--- config.mk ---
export PLATFORM = sky130hd
export DESIGN_NAME = agc_ctrl
export DESIGN_NICKNAME = d
export VERILOG_FILES = /design/src/rtl/agc_ctrl.sv
export SDC_FILE = /design/constraint.sdc
export NUM_CORES = 1
export LEC_CHECK = 0
export ABC_AREA = 1
export BUFFER_PORTS_ARGS = -buffer_cell sky130_fd_sc_hd__buf_4
export CORE_MARGIN = 3
export CORE_UTILIZATION = 54
export DETAILED_ROUTE_END_ITERATION = 6
export PLACE_DENSITY = 0.89
export SLEW_MARGIN = 20
export SYNTH_ARGS = -nofsm -noshare
export SYNTH_HDL_FRONTEND = slang
export SYNTH_SLANG_ARGS = --single-unit
--- constraint.sdc ---
create_clock -name clk -period 2.45 [get_ports clk]
set_clock_uncertainty 0.15 [all_clocks]
set_input_delay 0.1225 -clock clk [delete_from_list [all_inputs] [get_ports clk]]
set_output_delay 0.1225 -clock clk [all_outputs]
set_load 0.02 [all_outputs]
--- src/rtl/agc_ctrl.sv ---
// AGC sequencer: arms the AGC on rx_en, detects packet energy, applies and settles the gain decision, then freezes gain through the packet.
// Optional AGC_CTRL_KEEP_GAIN_EN: keep the current gain on a LOCK sync-window miss instead of restoring DEFAULT_GAIN.
module agc_ctrl #(
   parameter int CONTROL_WORD_WIDTH = 8,
   parameter int RSSI_WIDTH = 16,
   parameter logic [CONTROL_WORD_WIDTH-1:0] DEFAULT_GAIN = 8'h80,
   parameter int DETECT_THRESH = -60*256,
   parameter int DETECT_COUNT = 4,
   parameter int ACQ_TIMEOUT = 64,
   parameter int SETTLE_CYCLES = 8,
   parameter int SYNC_WINDOW = 256
) (
   input  logic                          clk,
   input  logic                          rst_n,
   input  logic                          rx_en,
   input  logic                          data_valid,
   input  logic signed [RSSI_WIDTH-1:0]  rssi_dbfs,
   input  logic                          rssi_valid,
   input  logic [CONTROL_WORD_WIDTH-1:0] control_word,
   input  logic                          control_word_valid,
   input  logic                          sync_found,
   input  logic                          pkt_done,
   output logic                          agc_clr,
   output logic                          agc_data_valid,
   output logic [CONTROL_WORD_WIDTH-1:0] gain_word,
   output logic                          gain_load,
   output logic                          gain_frozen,
   output logic                          acq_timeout,
   output logic [2:0]                    state
);

   typedef enum logic [2:0] {
      IDLE    = 3'd0,
      ARM     = 3'd1,
      ACQUIRE = 3'd2,
      SETTLE  = 3'd3,
      LOCK    = 3'd4,
      HOLD    = 3'd5
   } state_t;

   localparam logic signed [RSSI_WIDTH-1:0] THRESH = RSSI_WIDTH'(DETECT_THRESH);
   localparam logic [2:0] DETECT_LAST = 3'(DETECT_COUNT - 1);
   localparam logic [8:0] ACQ_LAST    = 9'(ACQ_TIMEOUT - 1);
   localparam logic [8:0] SETTLE_LAST = 9'(SETTLE_CYCLES - 1);
   localparam logic [8:0] SYNC_LAST   = 9'(SYNC_WINDOW - 1);

   state_t                          state_reg, state_next;
   logic [8:0]                      sample_cnt_reg, sample_cnt_next;
   logic [2:0]                      det_cnt_reg, det_cnt_next;
   logic [CONTROL_WORD_WIDTH-1:0]   gain_reg, gain_next;
   logic                            load_reg, load_next;
   logic                            clr_reg, clr_next;
   logic                            tmo_reg, tmo_next;
   logic                            frozen_reg, frozen_next;
   logic                            rssi_above;

   assign rssi_above = rssi_dbfs > THRESH;

   function automatic logic [8:0] sat_inc(input logic [8:0] v);
      return (v == 9'h1FF) ? v : v + 9'd1;
   endfunction

   always_ff @(posedge clk or negedge rst_n) begin
      if (!rst_n) begin
         state_reg      <= IDLE;
         sample_cnt_reg <= '0;
         det_cnt_reg    <= '0;
         gain_reg       <= DEFAULT_GAIN;
         load_reg       <= 1'b0;
         clr_reg        <= 1'b0;
         tmo_reg        <= 1'b0;
         frozen_reg     <= 1'b0;
      end else begin
         state_reg      <= state_next;
         sample_cnt_reg <= sample_cnt_next;
         det_cnt_reg    <= det_cnt_next;
         gain_reg       <= gain_next;
         load_reg       <= load_next;
         clr_reg        <= clr_next;
         tmo_reg        <= tmo_next;
         frozen_reg     <= frozen_next;
      end
   end

   always_comb begin
      state_next      = state_reg;
      sample_cnt_next = sample_cnt_reg;
      det_cnt_next    = '0;
      if (!rx_en) begin
         state_next      = IDLE;
         sample_cnt_next = '0;
      end else if (state_reg == HOLD && pkt_done) begin
         state_next = ARM;
      end else begin
         case (state_reg)
            IDLE: state_next = ARM;
            ARM: begin
               det_cnt_next = det_cnt_reg;
               if (rssi_valid) begin
                  if (!rssi_above) begin
                     det_cnt_next = '0;
                  end else if (det_cnt_reg == DETECT_LAST) begin
                     state_next      = ACQUIRE;
                     sample_cnt_next = '0;
                     det_cnt_next    = '0;
                  end else begin
                     det_cnt_next = det_cnt_reg + 3'd1;
                  end
               end
            end
            ACQUIRE: begin
               // A decision on the timeout sample takes precedence over the timeout
               if (control_word_valid) begin
                  state_next      = SETTLE;
                  sample_cnt_next = '0;
               end else if (data_valid) begin
                  if (sample_cnt_reg == ACQ_LAST) begin
                     state_next      = ARM;
                     sample_cnt_next = '0;
                  end else begin
                     sample_cnt_next = sat_inc(sample_cnt_reg);
                  end
               end
            end
            SETTLE: begin
               if (sample_cnt_reg == SETTLE_LAST) begin
                  state_next      = LOCK;
                  sample_cnt_next = '0;
               end else begin
                  sample_cnt_next = sat_inc(sample_cnt_reg);
               end
            end
            LOCK: begin
               if (sync_found) begin
                  state_next = HOLD;
               end else if (data_valid) begin
                  if (sample_cnt_reg == SYNC_LAST) begin
                     state_next      = ARM;
                     sample_cnt_next = '0;
                  end else begin
                     sample_cnt_next = sat_inc(sample_cnt_reg);
                  end
               end
            end
            HOLD:    state_next = HOLD;
            default: state_next = IDLE;
         endcase
      end
   end

   always_comb begin
      gain_next   = gain_reg;
      load_next   = 1'b0;
      clr_next    = 1'b0;
      tmo_next    = 1'b0;
      frozen_next = (state_next == LOCK) || (state_next == HOLD);
      if (!rx_en) begin
         gain_next = DEFAULT_GAIN;
         load_next = (gain_reg != DEFAULT_GAIN);
      end else if (state_next == ARM && state_reg != ARM) begin
         clr_next = 1'b1;
         tmo_next = (state_reg == ACQUIRE);
         if (state_reg == IDLE) begin
            gain_next = DEFAULT_GAIN;
            load_next = (gain_reg != DEFAULT_GAIN);
         end else if (state_reg == LOCK) begin
`ifdef AGC_CTRL_KEEP_GAIN_EN
            gain_next = gain_reg;
            load_next = 1'b0;
`else
            gain_next = DEFAULT_GAIN;
            load_next = 1'b1;
`endif
         end else begin
            gain_next = DEFAULT_GAIN;
            load_next = 1'b1;
         end
      end else if (state_reg == ACQUIRE && state_next == SETTLE) begin
         gain_next = control_word;
         load_next = 1'b1;
      end
   end

   assign agc_data_valid = data_valid && (state_reg == ARM || state_reg == ACQUIRE);
   assign agc_clr        = clr_reg;
   assign gain_word      = gain_reg;
   assign gain_load      = load_reg;
   assign gain_frozen    = frozen_reg;
   assign acq_timeout    = tmo_reg;
   assign state          = state_reg;

endmodule

==> summary.md <==
| Metric | Value |
|---|---|
| Status | finished, final reports clean |
| PD cells | 347 nW/um^2 |
| Max rail drop VDD | between 0.3 and 0.4 mV |
| Setup TNS | 0 ns |
| CTS buffer count | 3 |
| Critical path capture point type | flop |
| Worst-margin pin slew | a little over 0.5 ns |
| Synth-to-layout area growth | 27.2% |
| Reg2reg path depth | 12 |
| Count of cell types in the netlist | 29 |
| CTS resizes | 0 |
| RSZ-0062 raised after global routing | no |
| WL/cell | around 14 um |
| # IOs | 48 |
| Worst Path Required | 2.46 ns |
| Final Instance Count excl. Fillers | roughly 400 |
| Area contributors post-synth | dfrtp_1 33%, nand2_1 14%, nand3_1 7.3% |
| Starting DRC count in detailed routing | between 200 and 250 |
| Slew headroom | 0.660 |
| Synth area leader | dfrtp_1 |
| Mean post-synth cell area | 6.88 um^2 |
| Vias in the first global route | about 2000 |
| Final Hold Violating Endpoints | 0 |
| Overall Power | slightly below 0.9 mW |
| Row count | 21 |
| Grt ovf | 0 |
| Detailed Route WL | about 5300 um |
| CP Class | reg2reg |
| Vias | about 2200 |
| Top FF cell, synth | dfrtp_1 |
| Share of cells above drive strength 1 | 0.278 |
| Post-Route Utilization | 0.730 |
| First-pass detailed-route iteration total | 5 |
| Sequential fraction of the synthesis area | 0.343 |
| Post-synth EDFFs | 0 |
| Worst Path Max Fanout | 7 |
| Minimum clock period | 2.27 ns |
| Clk sink count | 27 |
| Hold WC Path Type | in2reg |
| Core area | between 3000 and 4000 um^2 |
| CTS tree | yes |
| Skew-Pair Late Insertion Delay | between 0.2 and 0.3 ns |
| Syn nets | roughly 320 |
| Drt drc | 0 |
| Hold Path Stages | 4 |
| Post-Synthesis Cells | ~290 |
| Layout Nets | 380 |
| Final Cycle Share | 0.926 |
| GRT Util Overall | 0.257 |
| Max FFs per register | 9 |
| CTS Root Cell | clkbuf_8 |
| Die area | 4420 um^2 |
| Ys Warns | 0 |
| Largest net degree at the start of global routing | 28 |
| Initial antenna violation count | 0 |
| Synthesized cell area | approximately 2000 um^2 |
| Startpoint Class | flop |
| Filler cells | approximately 290 |
| Worst-path clk slew | 0.10 ns |
| Vias per std cell | approximately 5.5 |
| Initial core utilization | 0.574 |
| PortBufs | between 40 and 50 |
| Asr flop ratio synth | 1.00 |
| Final setup fails | 0 |
| Fin. max-slew vios | 0 |
| Dpl hpwl | slightly below 4000 um |
| Highest Clock Rate | 441 MHz |
| Synth cell count leaders | 74 x nand2_1, 32 x inv_1, 29 x nand3_1 |
| Antenna cells | 0 |
| Die Y | between 60 and 70 um |
| Critical path arrival | around 2.3 ns |
| DRT antenna net count | 0 |
| First-pass GRT wire length | 8910 um |
| RD Place Congestion | a little over 0.9 |
| Yosys top cell area share | 0.329 |
| Max Buffers Root-to-Sink | 2 |
| Die X | about 66 um |
| Placed cell count | about 380 |
| Synthesized flop and latch total | 27 |
| Most frequent cell after synthesis | nand2_1 |
| Leak | 1.23 nW |
| Max Cap Viol | 0 |
| H-tree depth | 1 |
-- cell type report --
type | instances | area, um^2 | share of cell area
clock buffers | 3 | 41.3 | 0.0164
clock inverters | 1 | 7.51 | 0.00299
repair buffers | 57 | 450 | 0.179
flip-flops and latches | 27 | 677 | 0.269
well taps | 46 | 57.6 | 0.0229
inverters | 41 | 154 | 0.0613
multi-input cells | 216 | 1120 | 0.448
-- cell usage in the layout, fill, tap and decap left out, types with 3 or more instances in the layout --
cell           instances
nor2_2                 9
nand2_1               74
nand3_1               29
xor2_1                 3
inv_1                 32
a21oi_1               10
clkbuf_8               3
dlygate4sd3_1          9
o21ai_0                9
buf_4                 48
nand4_1                6
a21oi_2                8
dfrtp_1               26
nand2_2                5
o21ai_1               11
nor2_4                 5
nor3_1                 4
nor2_1                28
nand3_2                3
inv_2                  9
-- cell families (layout without fill, tap and decap cells) --
| kind of cell | count (synthesis) | after routing | synth area share |
|---|---|---|---|
| xor gates and xnor gates | 3 | 3 | 0.0133 |
| adders and majority gates | 2 | 2 | 0.0127 |
| and+or+nand+nor | 168 | 168 | 0.408 |
| AOI/OAI and AO/OA | 43 | 43 | 0.135 |
| DFF | 27 | 27 | 0.343 |
| buffers and inverters | 44 | 102 | 0.0880 |
-- path summary, 6_finish.rpt --
path                                               start                            end  slack (ns)
min in group asynchronous                          rst_n  sample_cnt_reg[7]$_DFFE_PN0P_        0.14
max in group asynchronous                          rst_n       gain_word[7]$_DFFE_PN1P_        1.71
setup / recovery           sample_cnt_reg[0]$_DFFE_PN0P_       gain_word[1]$_DFFE_PN0P_        0.18
hold reg to reg               det_cnt_reg[2]$_DFFE_PN0P_     det_cnt_reg[2]$_DFFE_PN0P_        0.35
hold / removal                                rssi_valid     det_cnt_reg[0]$_DFFE_PN0P_        0.04
setup reg to reg           sample_cnt_reg[0]$_DFFE_PN0P_       gain_word[1]$_DFFE_PN0P_        0.18
-- per-layer routing --
layer	up-vias	wire (um)	global-route usage
met3	13	302	0.0253
li1	1043	-	-
met4	0	89	0.0736
met5	-	0	0
met1	1019	2270	0.353
met2	75	2640	0.429
-- per-stage QoR --
step | worst slack [ns] | hold WS, ns | area (um^2)
finish | 0.182 | 0.0424 | 2510
global route | 0.0336 | 0.0476 | 2510
CTS | 0.236 | 0.0374 | 2510
detailed placement | 0.245 | -0.0888 | 2370
global placement | 0.284 | -0.0966 | 2370
floorplan | 0.545 | -0.323 | 1980
-- worst max-delay path: stages (launching register included) --
cell	delay (ns)
dfrtp_1	0.42
ha_1	0.24
nand2_2	0.11
nor2_4	0.13
nand4_1	0.17
nand2_1	0.10
nand2_1	0.05
nand2_1	0.08
nand3_2	0.09
nand2_1	0.11
nand2_2	0.10
o21ai_4	0.33
a21oi_2	0.07
-- power by group --
group          internal (mW)  leakage (nW)  switching, mW  total, mW
combinational         0.0668         0.834         0.0876      0.154
sequential             0.450         0.370        0.00454      0.455
clock                  0.116        0.0217          0.147      0.263
total                  0.632          1.23          0.239      0.872
-- repair_timing --
action                                  4_1_cts  5_1_grt
endpoints found under the setup margin        0        0
hold buffers                                  9        0
hold endpoints to repair                     35        0
setup buffers                                 0        0
No activity file was read; power rests on OpenSTA's default activity.
